==> config.mk <==
export PLATFORM = sky130hd
export DESIGN_NAME = btn_event_ctrl
export DESIGN_NICKNAME = d
export VERILOG_FILES = /design/src/rtl/btn_evt_pkg.sv /design/src/rtl/rr_arbiter.sv /design/src/rtl/btn_event_ctrl.sv
export SDC_FILE = /design/constraint.sdc
export NUM_CORES = 1
export LEC_CHECK = 0
export BUFFER_PORTS_ARGS = -buffer_cell sky130_fd_sc_hd__buf_2
export CELL_PAD_IN_SITES_DETAIL_PLACEMENT = 1
export CELL_PAD_IN_SITES_GLOBAL_PLACEMENT = 1
export CORE_MARGIN = 2
export CORE_UTILIZATION = 50
export CTS_CLUSTER_DIAMETER = 200
export CTS_CLUSTER_SIZE = 14
export DETAILED_ROUTE_END_ITERATION = 10
export GPL_TIMING_DRIVEN = 0
export PLACE_DENSITY = 0.89
export SYNTH_ARGS = -nofsm -noshare
export SYNTH_HDL_FRONTEND = slang
export SYNTH_SLANG_ARGS = --single-unit
==> constraint.sdc <==
create_clock -name clk -period 2.8 [get_ports clk]
set_clock_uncertainty 0.05 [all_clocks]
set_input_delay 0.28 -clock clk [delete_from_list [all_inputs] [get_ports clk]]
set_output_delay 0.28 -clock clk [all_outputs]
set_load 0.01 [all_outputs]
==> src/rtl/btn_evt_pkg.sv <==
// rtl/btn_evt_pkg.sv - shared types and helpers for the button event scheduler
package btn_evt_pkg;

  // Event kinds carried on the output channel; the value 3 is never produced
  typedef enum logic [1:0] {
    EVT_PRESS   = 2'd0,
    EVT_REPEAT  = 2'd1,
    EVT_RELEASE = 2'd2
  } evt_kind_t;

  // Per-button hold/repeat state
  typedef enum logic [1:0] {
    ST_IDLE = 2'd0,
    ST_HELD = 2'd1,
    ST_RPT  = 2'd2
  } btn_state_t;

  // Width of a button index; a single button still gets a one-bit id
  function automatic int id_width(input int n);
    return (n <= 2) ? 1 : $clog2(n);
  endfunction

endpackage

==> src/rtl/rr_arbiter.sv <==
// rtl/rr_arbiter.sv - combinational round-robin pick of the first request at or after ptr
module rr_arbiter
  import btn_evt_pkg::*;
#(
  parameter int N = 4,
  parameter int W = id_width(N)
) (
  input  logic [N-1:0] req,
  input  logic [W-1:0] ptr,
  output logic [W-1:0] gnt_idx,
  output logic         gnt_any
);

  logic         hi_any;
  logic         lo_any;
  logic [W-1:0] hi_idx;
  logic [W-1:0] lo_idx;

  // Two passes: lowest request at or above ptr wins, otherwise lowest request overall (the wrap)
  always_comb begin
    hi_any = 1'b0;
    lo_any = 1'b0;
    hi_idx = '0;
    lo_idx = '0;
    for (int i = 0; i < N; i++) begin
      if (!hi_any && req[i] && (i >= int'(ptr))) begin
        hi_any = 1'b1;
        hi_idx = W'(i);
      end
    end
    for (int i = 0; i < N; i++) begin
      if (!lo_any && req[i]) begin
        lo_any = 1'b1;
        lo_idx = W'(i);
      end
    end
    gnt_any = hi_any | lo_any;
    gnt_idx = hi_any ? hi_idx : lo_idx;
  end

endmodule

==> src/rtl/btn_event_ctrl.sv <==
// rtl/btn_event_ctrl.sv - turns debounced button levels into PRESS/REPEAT/RELEASE events on one channel
module btn_event_ctrl
  import btn_evt_pkg::*;
#(
  parameter int          NUM_BTN      = 4,
  parameter logic [31:0] HOLD_COUNT   = 32'd50_000_000,
  parameter logic [31:0] REPEAT_COUNT = 32'd10_000_000,
  localparam int         ID_W         = id_width(NUM_BTN)
) (
  input  logic               clk,
  input  logic               rst_n,
  input  logic [NUM_BTN-1:0] btn_in,
  input  logic [NUM_BTN-1:0] repeat_en,
  output logic               evt_valid,
  input  logic               evt_ready,
  output logic [ID_W-1:0]    evt_id,
  output logic [1:0]         evt_kind,
  input  logic               ovf_clr,
  output logic [NUM_BTN-1:0] overflow
);

  // Last count value before a REPEAT fires; also the saturation point while repeat is off
  localparam logic [31:0] HOLD_LAST = HOLD_COUNT - 32'd1;
  localparam logic [31:0] RPT_LAST  = REPEAT_COUNT - 32'd1;

  logic [NUM_BTN-1:0] btn_prev;
  logic [NUM_BTN-1:0] rise;
  logic [NUM_BTN-1:0] fall;
  logic [NUM_BTN-1:0] post_vld;
  logic [NUM_BTN-1:0] pend;
  logic [NUM_BTN-1:0] take;
  evt_kind_t          post_kind [NUM_BTN];
  evt_kind_t          pend_kind [NUM_BTN];

  logic [ID_W-1:0]    rr_ptr;
  logic [ID_W-1:0]    gnt_idx;
  logic               gnt_any;
  logic               load;

  assign rise = btn_in & ~btn_prev;
  assign fall = ~btn_in & btn_prev;

  // Previous levels; reset to 0 so a button held through reset still yields a PRESS
  always_ff @(posedge clk or negedge rst_n) begin
    if (!rst_n) begin
      btn_prev <= '0;
    end else begin
      btn_prev <= btn_in;
    end
  end

  for (genvar i = 0; i < NUM_BTN; i++) begin : g_btn
    btn_state_t  state;
    logic [31:0] cnt;
    logic        post_l;
    evt_kind_t   post_k;
    logic        pend_q;
    evt_kind_t   kind_q;
    logic        ovf_q;

    // Event this button posts this cycle; a fall always beats a REPEAT landing on the same cycle
    always_comb begin
      post_l = 1'b0;
      post_k = EVT_PRESS;
      case (state)
        ST_IDLE: begin
          if (rise[i]) begin
            post_l = 1'b1;
            post_k = EVT_PRESS;
          end
        end
        ST_HELD: begin
          if (fall[i]) begin
            post_l = 1'b1;
            post_k = EVT_RELEASE;
          end else if (repeat_en[i] && (cnt == HOLD_LAST)) begin
            post_l = 1'b1;
            post_k = EVT_REPEAT;
          end
        end
        ST_RPT: begin
          if (fall[i]) begin
            post_l = 1'b1;
            post_k = EVT_RELEASE;
          end else if (repeat_en[i] && (cnt == RPT_LAST)) begin
            post_l = 1'b1;
            post_k = EVT_REPEAT;
          end
        end
        default: begin
          post_l = 1'b0;
          post_k = EVT_PRESS;
        end
      endcase
    end

    // Hold/repeat FSM; the counter parks at its last value while repeat is disabled
    always_ff @(posedge clk or negedge rst_n) begin
      if (!rst_n) begin
        state <= ST_IDLE;
        cnt   <= '0;
      end else begin
        case (state)
          ST_IDLE: begin
            if (rise[i]) begin
              state <= ST_HELD;
              cnt   <= '0;
            end
          end
          ST_HELD: begin
            if (fall[i]) begin
              state <= ST_IDLE;
              cnt   <= '0;
            end else if (repeat_en[i] && (cnt == HOLD_LAST)) begin
              state <= ST_RPT;
              cnt   <= '0;
            end else if (cnt != HOLD_LAST) begin
              cnt <= cnt + 32'd1;
            end
          end
          ST_RPT: begin
            if (fall[i]) begin
              state <= ST_IDLE;
              cnt   <= '0;
            end else if (repeat_en[i] && (cnt == RPT_LAST)) begin
              cnt <= '0;
            end else if (cnt != RPT_LAST) begin
              cnt <= cnt + 32'd1;
            end
          end
          default: begin
            state <= ST_IDLE;
            cnt   <= '0;
          end
        endcase
      end
    end

    assign take[i] = load && (gnt_idx == ID_W'(i));

    // One-deep pending slot: a post into an occupied slot that is not being drained is dropped
    always_ff @(posedge clk or negedge rst_n) begin
      if (!rst_n) begin
        pend_q <= 1'b0;
        kind_q <= EVT_PRESS;
        ovf_q  <= 1'b0;
      end else begin
        if (post_l && (!pend_q || take[i])) begin
          pend_q <= 1'b1;
          kind_q <= post_k;
        end else if (take[i]) begin
          pend_q <= 1'b0;
        end

        if (post_l && pend_q && !take[i]) begin
          ovf_q <= 1'b1;
        end else if (ovf_clr) begin
          ovf_q <= 1'b0;
        end
      end
    end

    assign post_vld[i]  = post_l;
    assign post_kind[i] = post_k;
    assign pend[i]      = pend_q;
    assign pend_kind[i] = kind_q;
    assign overflow[i]  = ovf_q;
  end

  rr_arbiter #(
    .N (NUM_BTN),
    .W (ID_W)
  ) u_arb (
    .req     (pend),
    .ptr     (rr_ptr),
    .gnt_idx (gnt_idx),
    .gnt_any (gnt_any)
  );

  // The output register refills whenever it is empty or being handed off this cycle
  assign load = gnt_any && (!evt_valid || evt_ready);

  // Output stage and fairness pointer; the pointer moves just past whoever was served
  always_ff @(posedge clk or negedge rst_n) begin
    if (!rst_n) begin
      evt_valid <= 1'b0;
      evt_id    <= '0;
      evt_kind  <= 2'd0;
      rr_ptr    <= '0;
    end else if (load) begin
      evt_valid <= 1'b1;
      evt_id    <= gnt_idx;
      evt_kind  <= pend_kind[gnt_idx];
      rr_ptr    <= (gnt_idx == ID_W'(NUM_BTN - 1)) ? '0 : gnt_idx + ID_W'(1);
    end else if (evt_ready) begin
      evt_valid <= 1'b0;
    end
  end

endmodule
After elaboration in Yosys (flattened, before gate mapping)
Cells that the tools add are included.

Register bits after elaboration: 163. Bits of input ports: 12. Output and inout bits: 9.

$add $sub $neg: 5. $lt $le $gt $ge: 4. Equality and inequality tests: 47. Muxes and demuxes: 130. Bitwise gates (word level): 6. Reductions and logical operators: 76.

Operators with widths (number): $mux 32 (28); $pmux 32 s3 (4); $add 32x1->32 const B (4); $eq 32x24->1 const B (4); $eq 32x26->1 const B (4); $ne 32x24->1 const B (4); $ne 32x26->1 const B (4); $mux 2 (32); $mux 1 (53); $logic_and 1x1->1 (34); $ne 4x4->1 const B (8); $pmux 2 s3 (4); $reduce_and 3->1 (8); $reduce_bool 2->1 (9); $ne 2x2->1 const B (8); $pmux 2 s2 (4); $logic_not 1->1 (15); $eq 2x2->1 const B (6); $ne 3x3->1 const B (4); $pmux 1 s3 (4); $eq 2x1->1 const B (5); $logic_not 2->1 (5); $and 4x4->4 (2); $not 4->4 (2); 8 further kinds (13).

Depth between registers and ports, before layout
Word-level depth: 20. Depth in mapped cells: 11. Depth with buffers taken out: 9.

Hierarchy
A second synthesis with hierarchy kept.

Cell total of the unflattened synthesis: 1145. Area total of the unflattened synthesis: 10278.6 um^2.

Modules (own cells, without submodules): btn_event_ctrl (instances 1, cells each 1132, area each 10201.0 um^2); rr_arbiter (instances 1, cells each 13, area each 77.6 um^2).

Worst setup path before layout
No wires, ideal clock.

Path type: register -> register. Start: register g_btn[2].cnt[26]. End: register g_btn[2].cnt[12]. Library setup time: 121 ps. Data arrival time: 2153 ps. Data required time: 2629 ps. Slack: 476 ps. Stages on the path, launching flop included: 10. Cells stage by stage: dfrtp_1 -> or4_4 -> nor4_4 -> a41o_1 -> buf_6 -> and2_4 -> buf_6 -> nor2_4 -> buf_6 -> a22o_1.

Word-level cells in the longest chain between the ends: 5. Elaborated cells between the ends (all ways): 14.

Ends and longest elaborated chain: start, declared (line btn_event_ctrl.sv:54) `logic [31:0] cnt;`; start signal, assigned (line btn_event_ctrl.sv:118) `cnt <= cnt + 32'd1;`; start signal, assigned (line btn_event_ctrl.sv:128) `cnt <= cnt + 32'd1;`; $eq 32x24->1 or $eq 32x26->1 (tied branches) (line btn_event_ctrl.sv:125, btn_event_ctrl.sv:114); $logic_and 1x1->1 (on tied branches) (line btn_event_ctrl.sv:125, btn_event_ctrl.sv:114); $mux 32 (on tied branches) (line btn_event_ctrl.sv:125, btn_event_ctrl.sv:114); $mux 32 (on tied branches) (line btn_event_ctrl.sv:122, btn_event_ctrl.sv:111); $pmux 32 s3 (line btn_event_ctrl.sv:103) `case (state)`.

Several ways; a longest one is shown, not always the timed one. A chain may end at the register's enable or synchronous reset.

Worst setup path in the final report
Start: register g_btn[2].cnt[9]. End: register g_btn[2].cnt[17].

Word-level cells in the longest chain between the ends: 5. Elaborated cells between the ends (all ways): 17.

Ends and longest elaborated chain: $add 32x1->32, or another cell as far along (line btn_event_ctrl.sv:118, btn_event_ctrl.sv:128); $mux 32, or another cell as far along (line btn_event_ctrl.sv:127) `end else if (cnt != RPT_LAST) begin`; $mux 32 (on tied branches) (line btn_event_ctrl.sv:125, btn_event_ctrl.sv:114); $mux 32 (on tied branches) (line btn_event_ctrl.sv:122, btn_event_ctrl.sv:111); $pmux 32 s3 (line btn_event_ctrl.sv:103).

Several ways; a longest one is shown, not always the timed one. The select of a mux whose other input is x is not followed.

==> results.py <==
metrics = {
    "clock_network": {
        "root_buffer": "clkbuf_16",
        "cts_buffer_depth": 2,
        "numCtsBuffers": 17,
        "htreeDepth": 4,
        "clkSinkCount": 163,
        "cts_tree": "built",
        "worstSkewPairLatency_ns": 0.45,
        "clkSlewWorstSetupHoldPaths_ns": 0.07,
    },
    "timing": {
        "hold_ws_ns": 0.114,
        "hold_viol_final": 0,
        "slew_violations": 0,
        "tns_ns": 0,
        "worst_pin_slew_ns": 0.719,
        "clock.fmax_mhz": 369,
        "maxSlewHeadroom_pct": 51.9,
        "period_share_pct": 96.9,
        "period_needed_ns": 2.71,
        "setup_viol": 0,
    },
    "synth": {
        "syn_area_per_cell_um2": 9.10,
        "synth_seq_area_share_pct": 40.6,
        "synth_edf_count": 0,
        "yosys-top-cells-area": "dfrtp_1 41%, a22o_1 6.5%, nand2_1 4.0%",
        "yosys.cell_types.count": 86,
        "synthDominantCellAreaShare_pct": 40.6,
        "synth-seq-cells": 163,
        "syn-cell-area_mm2": 0.0100,
        "yosysTopAreaCell": "dfrtp_1",
        "syn-num-nets": 1139,
        "ys_warn_count": 0,
        "ys.flop_type": "dfrtp_1",
        "post_synth_inst_count": 1103,
        "synthArstFlopShare_pct": 100,
    },
    "detailed_routing": {
        "wl_met2_mm": 15.2,
        "wire_per_inst_um": 20.9,
        "drc_errors": 0,
        "drt-met1-wl_mm": 13.3,
        "vias": 9177,
        "postRouteAntennaNets": 0,
        "top_layer": "met4",
        "routed_via_density": 6.43,
        "dr_wl_met3_um": 931,
        "drt_iter0_drc": 587,
        "dr.pass1.iters": 5,
        "wl_mm": 29.9,
    },
    "power": {
        "p_sw_uw": 2980,
        "power_frac_seq_pct": 34.5,
        "pwr-share-comb_pct": 34.8,
        "switching_share_pct": 37.5,
        "power_leakage_uw": 0.00503,
        "ir_drop_uv": 465,
        "p_int_uw": 4960,
        "powerDensity_mw_per_mm2": 698,
        "clkPwrFrac_pct": 30.7,
    },
    "critical_path": {
        "end_kind": "flop",
        "cp_max_fo": 10,
        "worstPathArrival_ns": 2.99,
        "cp.required_ns": 3.08,
        "r2r-end": "g_btn[2].cnt[17]",
        "path_buf_inv": 3,
        "critPathCapture": "g_btn[2].cnt[17]",
        "critPathLaunch": "g_btn[2].cnt[9]",
        "crit_path_cell_trace": "buf_2 -> or4bb_1 -> nor3_2 -> a41o_1 -> buf_6 -> nand2_4 -> clkbuf_2 -> a21o_1 -> a22o_1",
        "critical-path-max-stage-delay_ns": 0.59,
        "crit_type": "flop to flop",
        "crit_slowest_cell": "or4bb_1",
        "rrSetupSlack_ns": 0.09,
        "r2r_cells": 9,
        "crit_cells": 9,
        "cp-start-kind": "flop",
        "cp_top_family": "simple AND/OR/NAND/NOR gates",
        "r2r-start": "g_btn[2].cnt[9]",
    },
    "cells_and_area": {
        "drive_gt1_share_pct": 13.6,
        "nNetsFinal": 1186,
        "diodes": 0,
        "fin_util_pct": 58.0,
        "nFillCells": 2281,
        "syn_to_final_growth_pct": 13.1,
    },
    "die": {
        "initial_core_util_pct": 51.3,
        "die-area_mm2": 0.0212,
        "die_w_um": 146,
        "num_rows": 51,
        "design.core.area_mm2": 0.0196,
        "die_h_um": 146,
        "io_pins": 21,
    },
    "outcome": {
        "outcome": "completed",
    },
    "grt": {
        "global_route.usage.total_pct": 28.6,
        "grt_max_degree": 105,
        "antenna_found_initial": 0,
        "grt_pass1_vias": 9745,
        "grt_pass1_wl_mm": 49.8,
        "gr-total-overflow": 0,
    },
    "worst_hold_path": {
        "timing.hold.worst.class": "input pin to flop",
    },
    "placed_design": {
        "gp_congestion": 0.820,
        "dp_hpwl_mm": 20.1,
        "numPortBuffers": 20,
    },
    "flow_run": {
        "cap_violations": 0,
    },
}
## layer usage
metal | vias up | GRT usage, %
li1 | 4238 | -
met1 | 4706 | 37.4
met2 | 188 | 49.1
met3 | 45 | 4.80
met4 | 0 | 7.75
met5 | - | 0
## state kept, by name, summed over array words and instances, names as in the netlist
register      count
evt_id            2
g_btn.ovf_q       4
g_btn.kind_q      8
g_btn.state       8
g_btn.pend_q      4
g_btn.cnt       128
evt_valid         1
evt_kind          2
rr_ptr            2
btn_prev          4
## power by group through the flow
stage | combinational (uW) | sequential [uW] | clock [uW]
floorplan | 1900 | 2700 | 0
global placement | 2510 | 2750 | 0
detailed placement | 2650 | 2770 | 0
CTS | 2700 | 2730 | 2460
global route | 3050 | 2760 | 2570
finish | 2760 | 2730 | 2430
## worst min-delay path by stage
| stage | startpoint | endpoint | slack (ns) | depth (start not counted) |
|---|---|---|---|---|
| final | ovf_clr | g_btn[2].ovf_q | 0.11 | 2 |
| after global routing | ovf_clr | g_btn[3].ovf_q | 0.11 | 2 |
| after floorplan | rst_n | btn_prev[0] | -0.07 | 0 |
| after CTS | ovf_clr | g_btn[2].ovf_q | 0.10 | 2 |
| after global placement | btn_in[1] | btn_prev[1] | 0.37 | 1 |
| after detailed placement | rst_n | g_btn[3].cnt[4] | 0.21 | 1 |
## cell usage after synthesis (4+ instances only)
| library cell | n |
|---|---|
| nor4b_1 | 4 |
| nor2_1 | 87 |
| mux2i_1 | 11 |
| a2bb2oi_1 | 10 |
| or3_1 | 9 |
| and4_1 | 12 |
| nand4_1 | 26 |
| o21ai_1 | 4 |
| nor3_1 | 30 |
| nor2b_1 | 27 |
| buf_6 | 7 |
| o22ai_1 | 10 |
| nand3_1 | 76 |
| nor4bb_1 | 4 |
| o21a_1 | 5 |
| o21ai_0 | 65 |
| nand4b_1 | 5 |
| nor4_1 | 19 |
| and3_1 | 28 |
| o31ai_1 | 12 |
| a22o_1 | 75 |
| o311ai_1 | 4 |
| a21oi_1 | 15 |
| ha_1 | 24 |
| o2bb2ai_1 | 4 |
| and4bb_2 | 4 |
| a211oi_1 | 4 |
| or4_1 | 6 |
| buf_4 | 9 |
| mux2_2 | 10 |
| nand2_1 | 108 |
| and2_1 | 14 |
| buf_2 | 14 |
| o2111ai_1 | 4 |
| clkbuf_1 | 17 |
| o211ai_1 | 4 |
| nand2b_1 | 16 |
| o311ai_0 | 8 |
| inv_1 | 34 |
| dfrtp_1 | 163 |
| a21o_1 | 44 |
## cell families after synthesis
kind of cell / Yosys count / synth area share (%)
flops: 163 / 40.6
simple gates: 505 / 27.4
fa+ha+maj: 24 / 2.99
mux: 22 / 2.33
compound gates: 299 / 22.0
buf+inv: 85 / 4.24
xor+xnor: 5 / 0.436
## cell usage in the layout, fill, tap and decap left out, types with 34 or more instances in the layout
master | netlist | final
nor2_1 | 87 | 83
nand3_1 | 76 | 75
a22o_1 | 75 | 75
dfrtp_1 | 163 | 163
a21o_1 | 44 | 44
o21ai_0 | 65 | 65
buf_2 | 14 | 34
nand2_1 | 108 | 108
inv_1 | 34 | 34
## area by class of cell
| cell class | instances | area, um2 | area share (%) |
|---|---|---|---|
| buffer | 49 | 303 | 2.67 |
| clock buffer | 19 | 453 | 3.99 |
| clock inverter | 13 | 149 | 1.31 |
| inverter | 34 | 128 | 1.12 |
| multi-input combinational | 855 | 5700 | 50.2 |
| sequential | 163 | 4080 | 35.9 |
| tap | 265 | 332 | 2.92 |
| timing repair buffer | 30 | 218 | 1.92 |
## per-stage QoR
stage                     cell area, um2  total power (uW)  std cells  worst slack (ns)
after floorplan                    10000              4600       1103             0.476
after global placement             10500              5270       1388             -1.24
after detailed placement           10500              5420       1389            -0.295
after CTS                          11200              7890       1425           0.00811
after global routing               11400              8370       1428           -0.0157
final                              11400              7930       1428            0.0872
## timing repair
action / in CTS / in global routing
setup buffers: 0 / 4
endpoints found under the setup margin: 60 / 112
endpoints found under the hold margin: 63 / 0
cloned: 0 / 0
hold buffers: 5 / 0
resized for setup: 11 / 36
pin swaps: 0 / 2
Power figures use the tool's default switching activity.
